**src/rtl/regfile_write_arbiter.sv**
```systemverilog
// regfile_write_arbiter: round-robin arbiter sharing the register-file write port between A and B
// Ports:
//   clk, reset      clock and synchronous active-high reset
//   freeze          blocks new grants while high
//   req/addr/data_a requester A (ALU/load writeback)
//   req/addr/data_b requester B (mult/div writeback)
//   ack_a, ack_b    one-cycle retire pulses
//   reg_write, write_register, write_data  register-file write port
//   last_grant      0 = A granted most recently, 1 = B
module regfile_write_arbiter #(
   parameter int N      = 32,
   parameter int ADDR_W = 5
) (
   input  logic              clk,
   input  logic              reset,
   input  logic              freeze,
   input  logic              req_a,
   input  logic [ADDR_W-1:0] addr_a,
   input  logic [N-1:0]      data_a,
   input  logic              req_b,
   input  logic [ADDR_W-1:0] addr_b,
   input  logic [N-1:0]      data_b,
   output logic              ack_a,
   output logic              ack_b,
   output logic              reg_write,
   output logic [ADDR_W-1:0] write_register,
   output logic [N-1:0]      write_data,
   output logic              last_grant
);
   typedef enum logic [1:0] {IDLE, WR_A, WR_B} state_t;
   state_t state;
   logic elig_a, elig_b, grant_a, grant_b;
   assign ack_a = state == WR_A;
   assign ack_b = state == WR_B;
   // a requester still showing req during its ack cycle is not re-granted
   always_comb begin
      elig_a  = req_a & ~freeze & ~ack_a;
      elig_b  = req_b & ~freeze & ~ack_b;
      grant_a = elig_a & (~elig_b | last_grant);
      grant_b = elig_b & ~grant_a;
   end
   always_ff @(posedge clk) begin
      if (reset) begin
         state          <= IDLE;
         reg_write      <= 1'b0;
         write_register <= '0;
         write_data     <= '0;
         last_grant     <= 1'b1;
      end else begin
         state     <= grant_a ? WR_A : grant_b ? WR_B : IDLE;
         // writes to register 0 are acked but suppressed
         reg_write <= grant_a ? |addr_a : grant_b & |addr_b;
         if (grant_a | grant_b) begin
            write_register <= grant_a ? addr_a : addr_b;
            write_data     <= grant_a ? data_a : data_b;
            last_grant     <= grant_b;
         end
      end
   end
endmodule
```
**config.mk**
```make
export PLATFORM = sky130hd
export DESIGN_NAME = regfile_write_arbiter
export DESIGN_NICKNAME = d
export VERILOG_FILES = /design/src/rtl/regfile_write_arbiter.sv
export SDC_FILE = /design/constraint.sdc
export NUM_CORES = 1
export LEC_CHECK = 0
export BUFFER_PORTS_ARGS = -buffer_cell sky130_fd_sc_hd__buf_2
export CORE_MARGIN = 1
export CORE_UTILIZATION = 40
export CTS_CLUSTER_SIZE = 12
export DETAILED_ROUTE_END_ITERATION = 16
export MAX_ROUTING_LAYER = met4
export PLACE_DENSITY = 0.72
export SETUP_SLACK_MARGIN = 0.15
export SYNTH_ARGS = -nofsm -noshare
export SYNTH_HDL_FRONTEND = slang
export SYNTH_SLANG_ARGS = --single-unit
```
**constraint.sdc**
```tcl
create_clock -name clk -period 3.9 [get_ports clk]
set_input_delay 1.17 -clock clk [delete_from_list [all_inputs] [get_ports clk]]
set_output_delay 1.17 -clock clk [all_outputs]
set_load 0.02 [all_outputs]
```
* After elaboration in Yosys (flattened, before gate mapping)
Index checks and enable logic that the tools add are counted.
** Word-level totals
- Register bits :: 41
- Latch bits :: 0
- RAM bits :: 0
- Bits in read-only memories :: 0
- Input port bits :: 79
- Output and inout port bits :: 41
- Logic and storage cells :: 30
- Memories kept :: 0
** Operators by class
- $add $sub $neg :: 0
- Multipliers :: 0
- Divide/modulo/power cells :: 0
- Order comparisons :: 0
- Equal/unequal tests :: 2
- Shift-type cells :: 0
- Multiplexer cells :: 5
- Bitwise logic cells :: 14
- Reduce and logical (&&, ||, !) cells :: 3
** Operators with widths (number)
- $mux 32 :: 1
- $reduce_or 5->1 :: 2
- $and 1x1->1 :: 7
- $mux 5 :: 1
- $not 1->1 :: 5
- $eq 2x1->1 const B :: 1
- $eq 2x2->1 const B :: 1
- $mux 1 :: 2
- $mux 2 :: 1
- $or 1x1->1 :: 2
- $reduce_or 2->1 :: 1

* Depth between registers and ports, before layout
Gate-level depths: netlist (run 1).
- Depth in word-level cells :: 10
- Mapped depth :: 7
- Depth with buffers taken out :: 5

* Least setup slack after synthesis (run 1)
No wires, ideal clock.
- Path type :: input -> register
- Start point :: in reset
- End point :: reg write_register[1]
- Setup time :: 0.122 ns
- Arrival time :: 2.098 ns
- Data required time :: 3.778 ns
- Setup slack :: 1.681 ns
- Cell stages on the path :: 4
- Buffers on the path :: 1
- Cell sequence :: clkbuf_1 -> inv_1 -> and4_1 -> a221o_1
** RTL lines
- from (decl) :: RTL line 15 : input logic reset,
- to (signal assigned) :: RTL line 54 : write_register <= grant_a ? addr_a : addr_b;
- to (decl) :: RTL line 26 : output logic [ADDR_W-1:0] write_register,

* Worst setup path in the final report (run 1)
- Start point :: in freeze
- End point :: reg write_data[31]
** On the way
- Word-level cells in the longest chain between the ends :: 9
- Elaborated cells on any way between the ends :: 12
- Classes of those cells :: mux: 1; bitwise: 11
** Ends and longest elaborated chain
- from (decl) :: RTL line 16 : input logic freeze,
- $not 1->1 * :: RTL line 37, 38
- $and 1x1->1 (2 in a row) :: RTL line 38 : elig_b = req_b & ~freeze & ~ack_b;
- $not 1->1 :: RTL line 39 : grant_a = elig_a & (~elig_b | last_grant);
- $or 1x1->1 :: RTL line 39
- $and 1x1->1 :: RTL line 39
- $not 1->1 :: RTL line 40 : grant_b = elig_b & ~grant_a;
- $and 1x1->1 :: RTL line 40
- $or 1x1->1 :: RTL line 53 : if (grant_a | grant_b) begin
- to (signal assigned) :: RTL line 55 : write_data <= grant_a ? data_a : data_b;
- to (decl) :: RTL line 27 : output logic [N-1:0] write_data,
Every way passes the cells marked *; elsewhere a longest branch is shown, timed or not.
A chain may end at the register's enable or synchronous reset.

==> results.txt, run 1 <==
The flow ran to the end, and the final reports show no timing, DRC or antenna violations. Relative to the synthesized area, the layout overhead comes to 28.8%. The most used flip-flop cell after synthesis is sky130_fd_sc_hd__dfxtp_1. Cell type contributing the most total cell area after synthesis: sky130_fd_sc_hd__dfxtp_1. In the final design database the tool counted 425 nets. For the setup TNS, the log shows 0 ns. The slew at the pin closest to its max-slew limit works out to 1.15 ns. Dividing the detail-routed via count by the number of cells gives 5.65. The post-synthesis average cell area works out to 9.37 um2. The first routing iteration left 111 violations.

Clock-pin slew was measured on the worst setup and hold paths at 0.08 ns. The largest buffer count on any clock path is 2. STA classifies the critical path startpoint as a primary input. Number of H-tree branching levels: 2. The ratio of cells with drive above 1 in the final layout came out at 0.491.

For the worst setup path, the data required time is 4.10 ns. The number of antenna violations at the first check in global routing was 0. The worst setup path is captured at a flip-flop. Once placement finished, the instance area stood at 2860 um2. The run gives 0.00105 W as the total power after layout. Sorting the synthesized cells by how often they occur yields sky130_fd_sc_hd__dfxtp_1, sky130_fd_sc_hd__a21oi_1, sky130_fd_sc_hd__o21ai_0, sky130_fd_sc_hd__nand3_1, sky130_fd_sc_hd__a311oi_2. The largest net degree at the start of global routing was 35.

The quantity of I/O buffers inserted on ports was 119; the area share of the largest cell type after synthesis was 0.359. The initial core utilization is 0.415. Shortest period the worst path allows: 2.59 ns. Row generation in the floorplan step produced 27 rows.

Static timing analysis puts the maximum clock frequency at 0.386 GHz. The number of setup buffers added after CTS is 0, and the via total after detailed routing is 2,360. Hold is met by 0.490 ns.

Data on the critical path arrives at its endpoint at 2.79 ns. Yosys printed 0 warnings. TritonCTS built the clock tree. The number of detailed-route iterations in the first pass is 6. The mapped cell area came out at 2290 um2. For the number of gates resized after cts, the log shows 0. Synthesis produced 244 cells. The largest individual stage delay along the critical path comes from the cell sky130_fd_sc_hd__nand2b_1. Setup repair after global routing left no endpoint under its margin.

The max-slew headroom at the worst pin is 0.231, and the largest driver fanout on the critical path is 34. The logs give 6570 um for the final routed wirelength across all metal layers and 4510 um for the post-detailed-placement half-perimeter wirelength. Power spread over the standard cell area amounts to 355 nW/um2.

The logs give 6020 um2 for the area of the die and 41 for the count of clock tree sinks. Synthesis produced a netlist with a net count of 323. Worst min-delay path category: flip-flop to flip-flop. The tree is rooted in a sky130_fd_sc_hd__clkbuf_8.

The total congestion overflow after global routing is 0. The detail route stage leaves a number of antenna-violating nets equal to 0. Counting the buffers created by CTS gives 5. The number of storage elements in the synthesis netlist works out to 41. Among all cell types in the netlist, the one instantiated most often is sky130_fd_sc_hd__dfxtp_1. For the global-route usage over all layers, the log shows 0.224. The tool flagged a number of max-cap violations equal to 0. The tools report the global-route wire length before repair as 10,600 um. For this run, the slowest stage of the critical path takes 0.89 ns. The logs give 2,202 for the via count of the first global-routing pass and 1.23 nW for the leakage power. The global placement routability congestion is 0.785, and the worst clock skew on the final layout is 0.00529 ns.

The placeable core area was 5510 um2. The fraction of synthesis flops using an asynchronous set or reset pin came out at 0. The count of final setup violators is 0, and the number of ports placed on the die boundary is 120. At the later pin of the worst-skew pair, clock insertion delay measures 0.28 ns. In this run the horizontal extent of the chip is 77.6 um. The number of hold violations in the final report was 0; the highest ir drop seen on vdd was 0.136 mV.

The critical path is of the primary input to flip-flop type. The quantity of hold-fixing buffers added after cts was 0. The netlist uses 34 different library cells. In the post-synthesis netlist, the biggest area contributors are sky130_fd_sc_hd__dfxtp_1, sky130_fd_sc_hd__a311oi_2, sky130_fd_sc_hd__a21oi_1.

Traced cell by cell, the critical path runs through buf_2, nand2b_1, o21ai_0, a311oi_2. The per-cell routed wire length works out to 15.7 um. The number of pins with negative max-slew slack in the final report is 0. The repair_antennas step left the layout with diodes totalling 0. For the DRC violation count after routing, the log shows 0. For the sequential cell area fraction in the yosys report, the log shows 0.359. With fillers left out, the area of the finished cells amounts to 2950 um2. The count of flip-flops with a built-in enable after synthesis works out to 0.

The die outline height was 77.6 um. Share of the clock period used by the worst path after layout: 0.665.
## power by group
group          leakage, nW  internal [W]  switching [W]
clock network       0.0433      0.000140       0.000144
registers            0.339      0.000453      0.0000175
logic                0.851      0.000114       0.000178
total                 1.23      0.000707       0.000340
## cell type report
class	count	area (um2)
clock buffers	6	82.6
clock inverters	1	7.51
fillers	537	2560
inverters	4	17.5
multi-input cells	170	1280
flip-flops and latches	41	821
well taps	72	90.1
repair buffers	124	646
## flip-flops by register name (all words and copies together), names as in the netlist
register        cells
write_data         32
write_register      5
state               2
last_grant          1
reg_write           1
## logic make-up after synthesis
| kind of cell | after synthesis | share of synthesized area |
|---|---|---|
| simple gates | 56 | 0.143 |
| flops | 41 | 0.359 |
| buf+inv | 33 | 0.0816 |
| compound gates | 114 | 0.417 |
## layer usage
| metal | up-vias | routed length (um) | global-route usage |
|---|---|---|---|
| met5 | - | 0 | - |
| met2 | 96 | 3150 | 0.363 |
| met3 | 8 | 412 | 0.0588 |
| met1 | 1105 | 2920 | 0.276 |
| met4 | 0 | 89 | 0.0585 |
| li1 | 1151 | - | - |
## path summary, 6_finish.rpt
path / from / end / slack [ns] / depth (start not counted)
min reg2reg: write_register[1] / write_register[1] / 0.49 / 1
max: freeze / write_data[31] / 1.31 / 4
min: write_register[1] / write_register[1] / 0.49 / 1
max reg2reg: state[1] / write_data[31] / 1.94 / 6
## critical path, delay by kind of cell
kind / cells / cell delay [ns]
compound gates: 2 / 0.58
buf+inv: 1 / 0.14
simple gates: 1 / 0.89
## layout by cell type, fill, tap and decap left out, types with 4 or more instances in the layout
master                     instances
sky130_fd_sc_hd__a21oi_1          35
sky130_fd_sc_hd__a311oi_2         30
sky130_fd_sc_hd__and3_1            5
sky130_fd_sc_hd__buf_2           119
sky130_fd_sc_hd__buf_4             4
sky130_fd_sc_hd__clkbuf_8          6
sky130_fd_sc_hd__dfxtp_1          41
sky130_fd_sc_hd__nand3_1          32
sky130_fd_sc_hd__o21ai_0          34
## metrics by stage
step	worst slack, ns	util	instances
final	1.31	0.535	418
after global routing	1.17	0.535	418
after CTS	1.34	0.535	418
after detailed placement	1.04	0.519	411
after global placement	1.13	0.519	411
after floorplan	1.68	-	244
Note: power is estimated with default switching activity, not from simulation.
==> inputs of run 2 (changes only) <==
--- a/config.mk
+++ b/config.mk
@@ -11,7 +11,7 @@
 export CTS_CLUSTER_SIZE = 12
 export DETAILED_ROUTE_END_ITERATION = 16
 export MAX_ROUTING_LAYER = met4
-export PLACE_DENSITY = 0.72
+export PLACE_DENSITY = 0.75
 export SETUP_SLACK_MARGIN = 0.15
 export SYNTH_ARGS = -nofsm -noshare
 export SYNTH_HDL_FRONTEND = slang
==> constraint.sdc (replaced) <==
create_clock -name clk -period 2.1 [get_ports clk]
set_input_delay 0.63 -clock clk [delete_from_list [all_inputs] [get_ports clk]]
set_output_delay 0.63 -clock clk [all_outputs]
set_load 0.02 [all_outputs]
==> run 2 against run 1 <==
Register-to-register slack worse by 1.5 ns. Critical path depth down 1. Routed wire length is 2.4% lower. Sequential power increased by 86%. Power up 86%. Final area up 1.2%. Largest power group unchanged. Highest routed layer unchanged.
==> results.txt, run 2 (synthesis results as in run 1) <==
The most common cell after layout, fill and taps aside was sky130_fd_sc_hd__buf_2 (unchanged). The logs give 6410 um (was 6570 um) for the final routed wirelength across all metal layers and 2 (unchanged) for the number of H-tree branching levels. The run gives 0.237 mV (was 0.136 mV) as the highest ir drop seen on vdd.

Count of clock tree sinks: 41 (unchanged). The critical path's largest stage delay is 0.34 ns (was 0.89 ns). The logs give 0.415 (unchanged) for the initial core utilization and 0 (unchanged) for the number of nets still failing antenna checks after routing. Setup repair after global routing left no endpoint under its margin. Top library cells by usage in the layout, fill and taps aside: sky130_fd_sc_hd__buf_2, sky130_fd_sc_hd__dfxtp_1, sky130_fd_sc_hd__a21oi_1, sky130_fd_sc_hd__o21ai_0, sky130_fd_sc_hd__nand3_1 (unchanged). The post-detailed-placement half-perimeter wirelength was 4580 um (was 4510 um); the share of the clock period used by the worst path after layout was 0.849. Kind of cell adding the most delay to the critical path: buffers and inverters (was simple AND/OR/NAND/NOR gates). The quantity of I/O buffers inserted on ports was 119 (unchanged); the via count of the first global-routing pass was 2,296 (was 2,202). The via total after detailed routing came out at 2,397 (was 2,360). The run gives 0.225 (was 0.224) as the global-route usage over all layers. For the quantity of hold-fixing buffers added after cts, the log shows 0 (unchanged). The hold-critical path depth was 1 (unchanged); the worst clock skew on the final layout was 0.00593 ns (was 0.00529 ns). The global placement routability congestion is 0.774 (was 0.785). The worst-path cell with the longest stage delay is sky130_fd_sc_hd__dfxtp_1 (was sky130_fd_sc_hd__nand2b_1). Post-detailed-route via-to-cell ratio: 5.64 (was 5.65). The total power density per cell area came out at 653 nW/um2 (was 355 nW/um2). The number of buffers added by the clock tree synthesis step came out at 5 (unchanged). The highest achievable clock rate was 0.561 GHz. Startpoint class of the critical path: a flip-flop (was a primary input). The DRC violation count after routing is 0 (unchanged). Register with the highest flop count: write_data (unchanged). The total of max-cap violations is 0 (unchanged).

The run gives 0.635 (was 0.231) as the max-slew headroom at the worst pin. The cell chosen for the clock root is sky130_fd_sc_hd__clkbuf_8 (unchanged). Number of setup buffers added after CTS: 0 (unchanged). Die outline height: 77.6 um (unchanged).

The endpoint of the most critical register-to-register path is write_data[30] (was write_data[31]). The shortest period the worst path allows came out at 1.78 ns. Standard-cell row count: 27 (unchanged).

The run gives 35 (unchanged) as the largest net degree at the start of global routing. The run gives 0 (unchanged) as the number of hold violations in the final report. The number of pins with negative max-slew slack in the final report was 0 (unchanged). The ratio of cells with drive above 1 in the final layout was 0.499 (was 0.491). The global-route wire length before repair is 10,500 um (was 10,600 um), and the count of final setup violators is 0 (unchanged).

The number of antenna violations at the first check in global routing was 0 (unchanged); the largest buffer count on any clock path was 2 (unchanged). Registers with the most flip-flops: write_data (32), write_register (5), state (2) (unchanged). Setup TNS: 0 ns (unchanged). The signed area change from the synthesized netlist to the final layout was 30.4% (was 28.8%); the floorplan die width was 77.6 um (unchanged). The data arrival time at the worst-slack endpoint came out at 1.15 ns (was 2.79 ns). The run finished with clean final reports.

Number of antenna cells inserted: 0 (unchanged). The number of ports placed on the die boundary was 120 (unchanged); the clock edge transition at the registers on the reported setup and hold paths was 0.08 ns (about the same). The tools report the total placed cells including tap cells as 418 (was 411). The total congestion overflow after global routing came out at 0 (unchanged). The run gives 1.47 ns (was 4.10 ns) as the required arrival time at the worst endpoint. The number of gates on the worst path with buffers counted is 3 (was 4), and the total of fill cells in the finished design is 536 (was 537). The count of buffering cells on the critical path with inverters included was 2 (was 1). The worst min-delay path category was flip-flop to flip-flop (unchanged).

The per-cell routed wire length was 15.1 um (was 15.7 um); the least setup slack across all paths after layout was 0.318 ns (was 1.31 ns). TritonCTS built the clock tree. The kind of end point of the critical path is an output pin (was a flip-flop). Slew at the pin closest to its max-slew limit: 0.548 ns (was 1.15 ns).

The hold path startpoint was write_register[4] (was write_register[1]). The length in cells of the worst reg-to-reg path is 5 (was 6), and the initial detailed-routing violation count is 70 (was 111). The run gives 4 (was 6) as the number of detailed-route iterations in the first pass. The leakage power is 1.26 nW (was 1.23 nW), and the clock latency of the later-clocked register in the worst-skew pair is 0.29 ns (was 0.28 ns).

The run gives 425 (was 418) as the number of cells in the finished layout apart from fillers. The number of nets in the layout was 432 (was 425); the area of the die was 6020 um2 (unchanged). The logs give 0.541 (was 0.535) for the final standard cell utilization of the core and 0.41 ns (was 1.94 ns) for the setup slack on the worst flop-to-flop path.

The source of the worst register-to-register timing path was state[1] (unchanged). The critical path class is flip-flop to output pin (was primary input to flip-flop). The end of the worst hold path is write_register[4] (was write_register[1]). The largest driver fanout on the critical path was 5 (was 34); the placeable core area was 5510 um2 (unchanged). The logs give 0 (unchanged) for the number of gates resized after cts and 0.498 ns (was 0.490 ns) for the final hold slack.

The flip-flop count of the largest register, all copies and words added is 32 (unchanged). The worst slack at placement was 0.0890 ns (was 1.04 ns). Cells traversed along the worst timing path: nand2b_4, inv_1, buf_2 (was buf_2, nand2b_1, o21ai_0, a311oi_2).
run 2: routing by layer:
metal,vias up,track usage,share of wire
li1,1158,-,-
met1,1118,0.252,0.42
met2,107,0.392,0.50
met3,14,0.0459,0.066
met4,0,0.0849,0.020
met5,-,-,0
run 2: cell type report:
class,count,area [um2],area share
clock buffer,7,86.3,0.0290
inverter,4,17.5,0.00587
multi-input combinational,170,1280,0.430
sequential,41,821,0.275
tap,72,90.1,0.0302
timing repair buffer,131,686,0.230
run 2: worst max-delay path by stage:
stage	endpoint	start	slack [ns]
after floorplan	write_register[1]	reset	0.42
after global routing	ack_b	state[0]	0.25
final	ack_b	state[0]	0.32
after detailed placement	write_data[30]	req_b	0.09
after global placement	write_data[0]	req_b	0.15
after CTS	ack_b	state[0]	0.29
run 2: metrics by stage:
| step | total power (W) | area (um2) |
|---|---|---|
| CTS | 0.00197 | 2980 |
| detailed placement | 0.00144 | 2900 |
| finish | 0.00195 | 2980 |
| global placement | 0.00143 | 2900 |
| global route | 0.00205 | 2980 |
| floorplan | 0.00126 | 2290 |
run 2: power breakdown:
part | internal [W] | switching (W)
sequential | 0.000841 | 0.0000314
clock | 0.000261 | 0.000261
combinational | 0.000219 | 0.000332
total | 0.00132 | 0.000625
